==> config.mk <==
export PLATFORM = sky130hd
export DESIGN_NAME = sram_ctr_ahb_dp
export DESIGN_NICKNAME = d
export VERILOG_FILES = /design/src/rtl/sram_ctr_ahb_pkg.sv /design/src/rtl/sram_ctr_ahb_decode.sv /design/src/rtl/sram_ctr_ahb_dp.sv
export SDC_FILE = /design/constraint.sdc
export NUM_CORES = 1
export LEC_CHECK = 0
export BUFFER_PORTS_ARGS = -buffer_cell sky130_fd_sc_hd__buf_2
export CAP_MARGIN = 20
export CORE_AREA = 2 2 74 76
export CTS_BUF_LIST = sky130_fd_sc_hd__clkbuf_4 sky130_fd_sc_hd__clkbuf_8 sky130_fd_sc_hd__clkbuf_16
export DETAILED_ROUTE_END_ITERATION = 8
export DIE_AREA = 0 0 76 78
export PLACE_DENSITY_LB_ADDON = 0.25
export SLEW_MARGIN = 20
export SYNTH_ARGS = -nofsm -noshare
export SYNTH_HDL_FRONTEND = slang
export SYNTH_SLANG_ARGS = --single-unit
==> constraint.sdc <==
create_clock -name hclk -period 3.7 [get_ports hclk]
set_input_delay 1.11 -clock hclk [delete_from_list [all_inputs] [get_ports hclk]]
set_output_delay 1.11 -clock hclk [all_outputs]
set_load 0.03 [all_outputs]
==> src/rtl/sram_ctr_ahb_pkg.sv <==
`default_nettype none
// ---------------------------------------------------------------------------
// sram_ctr_ahb_pkg: shared encodings and the byte-enable helper.
// Revision: 1.0
// ---------------------------------------------------------------------------
package sram_ctr_ahb_pkg;

  typedef enum logic [1:0] {
    STATE_IDLE  = 2'b00,
    STATE_WRITE = 2'b01,
    STATE_WR2RD = 2'b11,
    STATE_READ  = 2'b10
  } state_e;

  localparam logic [1:0] HTRANS_IDLE   = 2'b00;
  localparam logic [1:0] HTRANS_BUSY   = 2'b01;
  localparam logic [1:0] HTRANS_NONSEQ = 2'b10;
  localparam logic [1:0] HTRANS_SEQ    = 2'b11;

  localparam logic [2:0] SIZE_BYTE = 3'd0;
  localparam logic [2:0] SIZE_HALF = 3'd1;
  localparam logic [2:0] SIZE_WORD = 3'd2;

  // Lane mask shifted by the byte offset; lanes beyond bit 3 fall off.
  function automatic logic [3:0] calc_be(input logic [1:0] lo, input logic [2:0] size);
    logic [3:0] mask;
    case (size)
      SIZE_BYTE: mask = 4'b0001;
      SIZE_HALF: mask = 4'b0011;
      default:   mask = 4'b1111;
    endcase
    return mask << lo;
  endfunction

endpackage
`default_nettype wire

==> src/rtl/sram_ctr_ahb_decode.sv <==
`default_nettype none
// ---------------------------------------------------------------------------
// sram_ctr_ahb_decode: address-phase decode (byte enables, word address, error).
// Error detection only with SRAM_CTR_AHB_ERR_EN defined. Revision: 1.0
// ---------------------------------------------------------------------------
module sram_ctr_ahb_decode
  import sram_ctr_ahb_pkg::*;
#(
  parameter int MEM_AW = 12
) (
  input  logic [31:0]       i_haddr,
  input  logic [2:0]        i_hsize,
  output logic [3:0]        o_be,
  output logic              o_err,
  output logic [MEM_AW-1:0] o_waddr
);

  assign o_be    = calc_be(i_haddr[1:0], i_hsize);
  assign o_waddr = i_haddr[MEM_AW+1:2];

`ifdef SRAM_CTR_AHB_ERR_EN
  logic w_size_err, w_align_err, w_range_err;
  assign w_size_err  = (i_hsize > SIZE_WORD);
  assign w_align_err = ((i_hsize == SIZE_HALF) && i_haddr[0]) ||
                       ((i_hsize == SIZE_WORD) && (i_haddr[1:0] != 2'b00));
  assign w_range_err = (i_haddr[31:MEM_AW+2] != '0);
  assign o_err       = w_size_err | w_align_err | w_range_err;
`else
  logic w_unused_hi;
  // Upper address bits are ignored: the address wraps over the SRAM.
  assign w_unused_hi = ^i_haddr[31:MEM_AW+2];
  assign o_err       = 1'b0;
`endif

endmodule
`default_nettype wire

==> src/rtl/sram_ctr_ahb_dp.sv <==
`default_nettype none
// ---------------------------------------------------------------------------
// sram_ctr_ahb_dp: AHB-Lite data path to a 1-cycle-latency single-port SRAM.
// Optional error response: SRAM_CTR_AHB_ERR_EN. Revision: 1.0
// ---------------------------------------------------------------------------
module sram_ctr_ahb_dp
  import sram_ctr_ahb_pkg::*;
#(
  parameter int MEM_AW = 12
) (
  input  logic              hclk,
  input  logic              hresetn,
  input  logic              i_hsel,
  input  logic              i_hready_in,
  input  logic [1:0]        i_htrans,
  input  logic              i_hwrite,
  input  logic [2:0]        i_hsize,
  input  logic [31:0]       i_haddr,
  input  logic [31:0]       i_hwdata,
  input  logic [1:0]        i_state,
  output logic              o_hreadyout,
  output logic              o_hresp,
  output logic [31:0]       o_hrdata,
  output logic              o_error_check,
  output logic              o_sram_cs_n,
  output logic              o_sram_we_n,
  output logic [MEM_AW-1:0] o_sram_addr,
  output logic [3:0]        o_sram_be,
  output logic [31:0]       o_sram_wdata,
  input  logic [31:0]       i_sram_rdata
);

  logic              w_accept, w_err, w_wr_phase, w_rd_now, w_rd_defer, w_unused;
  logic [3:0]        w_be;
  logic [MEM_AW-1:0] w_waddr;

  logic [MEM_AW+1:0] r_ap_addr;
  logic [2:0]        r_ap_size;
  logic              r_ap_write, r_ap_valid;

  sram_ctr_ahb_decode #(.MEM_AW(MEM_AW)) u_decode (
    .i_haddr (i_haddr),
    .i_hsize (i_hsize),
    .o_be    (w_be),
    .o_err   (w_err),
    .o_waddr (w_waddr)
  );

  assign w_accept   = i_hsel & i_hready_in & i_htrans[1];
  assign w_wr_phase = (i_state == STATE_WRITE) & r_ap_valid & r_ap_write;
  // A read colliding with a write data phase waits in ap_* for WR2RD.
  assign w_rd_now   = w_accept & ~w_err & ~i_hwrite & ~w_wr_phase;
  assign w_rd_defer = (i_state == STATE_WR2RD) & r_ap_valid & ~r_ap_write;
  assign w_unused   = i_htrans[0];

  always_ff @(posedge hclk or negedge hresetn) begin
    if (!hresetn) begin
      r_ap_addr  <= '0;
      r_ap_size  <= '0;
      r_ap_write <= 1'b0;
      r_ap_valid <= 1'b0;
    end else if (w_accept) begin
      r_ap_addr  <= i_haddr[MEM_AW+1:0];
      r_ap_size  <= i_hsize;
      r_ap_write <= i_hwrite;
      r_ap_valid <= ~w_err;
    end else if (i_hready_in) begin
      r_ap_valid <= 1'b0;
    end
  end

  always_comb begin
    o_sram_cs_n  = 1'b1;
    o_sram_we_n  = 1'b1;
    o_sram_addr  = '0;
    o_sram_be    = 4'b0000;
    o_sram_wdata = '0;
    if (w_wr_phase) begin
      o_sram_cs_n  = 1'b0;
      o_sram_we_n  = 1'b0;
      o_sram_addr  = r_ap_addr[MEM_AW+1:2];
      o_sram_be    = calc_be(r_ap_addr[1:0], r_ap_size);
      o_sram_wdata = i_hwdata;
    end else if (w_rd_defer) begin
      o_sram_cs_n = 1'b0;
      o_sram_addr = r_ap_addr[MEM_AW+1:2];
      o_sram_be   = calc_be(r_ap_addr[1:0], r_ap_size);
    end else if (w_rd_now) begin
      o_sram_cs_n = 1'b0;
      o_sram_addr = w_waddr;
      o_sram_be   = w_be;
    end
  end

  assign o_hrdata = (i_state == STATE_READ) ? i_sram_rdata : 32'h0;

`ifdef SRAM_CTR_AHB_ERR_EN
  logic r_err1, r_err2;

  always_ff @(posedge hclk or negedge hresetn) begin
    if (!hresetn) begin
      r_err1 <= 1'b0;
      r_err2 <= 1'b0;
    end else begin
      r_err1 <= w_accept & w_err;
      r_err2 <= r_err1;
    end
  end

  assign o_error_check = w_accept & w_err;
  assign o_hresp       = r_err1 | r_err2;
  assign o_hreadyout   = ~r_err1 & ~w_rd_defer;
`else
  assign o_error_check = 1'b0;
  assign o_hresp       = 1'b0;
  assign o_hreadyout   = ~w_rd_defer;
`endif

endmodule
`default_nettype wire

==> results by group <==
Pwr
  • Clock power share: 0.223
  • Worst vdd ir: 0.199 mV
  • PwrDens: 266 nW/um^2
  • Static Leakage: 1.52 nW
  • P_sw: 0.237 mW
  • Sw frac: 0.348
  • Combinational share of power: 0.378
  • Sequential power share: 0.399
  • Internal: 0.445 mW

GRT
  • Grt ovf: 0
  • Initial antenna violation count: 0
  • Global-route wire length before repair: 8460 um
  • Overall routing resource usage: 0.173
  • Vias in the first global route: 1,770
  • Largest net degree at the start of global routing: 34

Final layout
  • Most frequent cells in the layout: 171 x buf_2, 64 x and2_1, 19 x mux2_2, 19 x dfrtp_1, 15 x inv_1
  • Most common cell after layout, fill and taps aside: buf_2
  • FILL cells: 508
  • Storage element area: 475 um^2
  • Area of the multi-input gates: 991 um^2
  • Antenna Cells: 0
  • Area delta synth->final: 61.4%
  • Fin nets: 460
  • Layout cells sized above 1: 0.578

Floorplan
  • Num ports: 193
  • Die H: 78 um
  • Die width: 76 um
  • Die ar.: 5930 um^2
  • Core ar.: 5040 um^2
  • Initial Utilization: 0.315
  • Rows: 26

Drt
  • 1st-pass router iterations: 4
  • # DRC: 0
  • Routed vias/inst: 4.38
  • Antenna-violating nets left: 0
  • 1st-iter DRT viols: 43
  • WL final: 5280 um
  • Vias: 1,844
  • Wire per inst: 12.5 um

Synthesis
  • Register bit count reported by yosys: 19
  • Distinct cell type count after synthesis: 27
  • Synth Warn #: 0
  • Seq/Total Area, Yosys: 0.300
  • Mapped Cells: 182
  • Post-Syn Area per Cell: 8.72 um^2
  • Mapped Area: 1590 um^2

Setup path
  • Critical Path AT: 2.31 ns
  • Crit end category: primary output
  • Critical path peak fanout: 16
  • Cells on worst reg2reg path: 1
  • WP data required: 2.59 ns
  • Worst R2R End: r_ap_addr[1]$_DFFE_PN0P_
  • CP Class: in -> out
  • Crit path launch type: input port
  • Crit Reg-Reg Startpoint: r_ap_addr[1]$_DFFE_PN0P_
  • Worst reg-to-reg setup slack: 2.88 ns

Place
  • Gpl congestion: 0.753
  • Port Buffers: 171
  • Post-DP HPWL: 4340 um

Timing
  • Final Max Slew Viols: 0
  • Final setup vio count: 0
  • RSZ-0062 raised after global routing: false
  • Final period util: 0.924
  • Final Hold Fails: 0
  • WHS: 0.504 ns
  • Clock Skews: 0 ns
  • Sum Neg Setup Slack: 0 ns
  • Clock period minus worst slack: 3.42 ns
  • Fmax: 293 MHz

Clock network
  • CTS root buf: clkbuf_8
  • Clock transition at the registers of the reported paths: 0.07 ns
  • Postcts setup bufs: 0
  • CTS buffer count: 3
  • Post-CTS Hold Buffers: 0
  • Sinks on Clock Net: 19
  • Maximum level of the CTS H-tree: 1
  • Quantity of gates resized following cts: 0
  • TritonCTS clock tree: done
  • CTS max path bufs: 2
  • Worst skew pair latency: 0.25 ns

Min path
  • HP Start: r_ap_addr[12]$_DFFE_PN0P_
  • Hold EP: r_ap_addr[12]$_DFFE_PN0P_
  • Worst hold path depth: 1
  • Worst hold path type: reg -> reg

Run status
  • Status: finished, final reports clean

Run
  • Number of max-cap violations: 0
-- through the flow --
step,total power [mW],utilization,setup slack (ns),std cells,area [um^2]
floorplan,0.436,-,0.327,183,1590
global placement,0.529,0.498,0.266,417,2510
detailed placement,0.536,0.498,0.260,417,2510
CTS,0.689,0.508,0.253,421,2560
global route,0.723,0.508,0.183,421,2560
finish,0.682,0.508,0.282,421,2560
-- critical path: stages --
cell and delay [ns]:
buf_2 0.11, nand2_1 0.15, nor2_8 0.36, buf_4 0.19, mux2i_1 0.17, buf_2 0.21
-- cell type report --
type,instances,share of cell area
well taps,70,0.0342
clock buffers,4,0.0191
repair buffers,177,0.352
multi-input cells,136,0.387
flip-flops and latches,19,0.186
inverters,15,0.0220
-- sequential cells by signal, summed over array words and instances, names as in the netlist --
signal / cells
r_ap_write: 1
r_ap_size: 3
r_ap_valid: 1
r_ap_addr: 14
-- power by group through the flow --
stage                     Clock [mW]  Sequential [mW]  Combinational, mW
after floorplan                    0            0.269              0.167
after global placement             0            0.273              0.255
after detailed placement           0            0.276              0.261
after CTS                      0.155            0.272              0.262
after global routing           0.164            0.278              0.282
final                          0.152            0.272              0.258
-- per-layer routing --
layer / global-route usage / share of wire / vias to the layer above
met5: 0 / 0 / -
met1: 0.195 / 0.39 / 825
li1: - / - / 919
met4: 0.0545 / 0.022 / 0
met3: 0.0430 / 0.084 / 13
met2: 0.320 / 0.50 / 87
-- synthesized netlist by cell type, drive strengths merged --
| master | instances | area (um^2) |
|---|---|---|
| xnor2 | 1 | 16.3 |
| a21oi | 2 | 10.0 |
| nor2 | 4 | 31.3 |
| conb | 1 | 3.75 |
| nor4 | 4 | 25.0 |
| inv | 15 | 56.3 |
| nor3 | 2 | 15.0 |
| o21a | 2 | 15.0 |
| dfrtp | 19 | 475 |
| nor2b | 1 | 6.26 |
| and2 | 64 | 400 |
| a2111oi | 3 | 26.3 |
| nand4 | 1 | 6.26 |
| o31ai | 1 | 7.51 |
| o21ai | 1 | 5.00 |
| mux2 | 20 | 225 |
| buf | 6 | 41.3 |
| and4b | 1 | 10.0 |
| clkbuf | 7 | 26.3 |
| mux2i | 13 | 130 |
| nand3 | 1 | 5.00 |
| nand2 | 13 | 48.8 |
-- worst max path at each step --
stage,from,end,slack (ns),depth (start not counted)
floorplan,i_hwrite,o_sram_addr[10],0.33,5
global placement,i_state[1],o_sram_addr[11],0.27,6
detailed placement,i_state[1],o_sram_addr[11],0.26,6
CTS,i_state[1],o_sram_addr[11],0.25,6
global route,i_state[0],o_sram_addr[11],0.18,6
finish,i_state[0],o_sram_addr[11],0.28,6
-- cells by family (layout without fill, tap and decap cells) --
| kind of cell | count (synthesis) | count (layout) | synth area share |
|---|---|---|---|
| mux | 33 | 33 | 0.224 |
| buf+inv | 28 | 196 | 0.0781 |
| flops | 19 | 19 | 0.300 |
| compound gates | 9 | 9 | 0.0402 |
| other cells | 1 | 2 | 0.00236 |
| simple gates | 91 | 91 | 0.345 |
| xor+xnor | 1 | 1 | 0.0103 |
(Power assumes the default switching activity.)
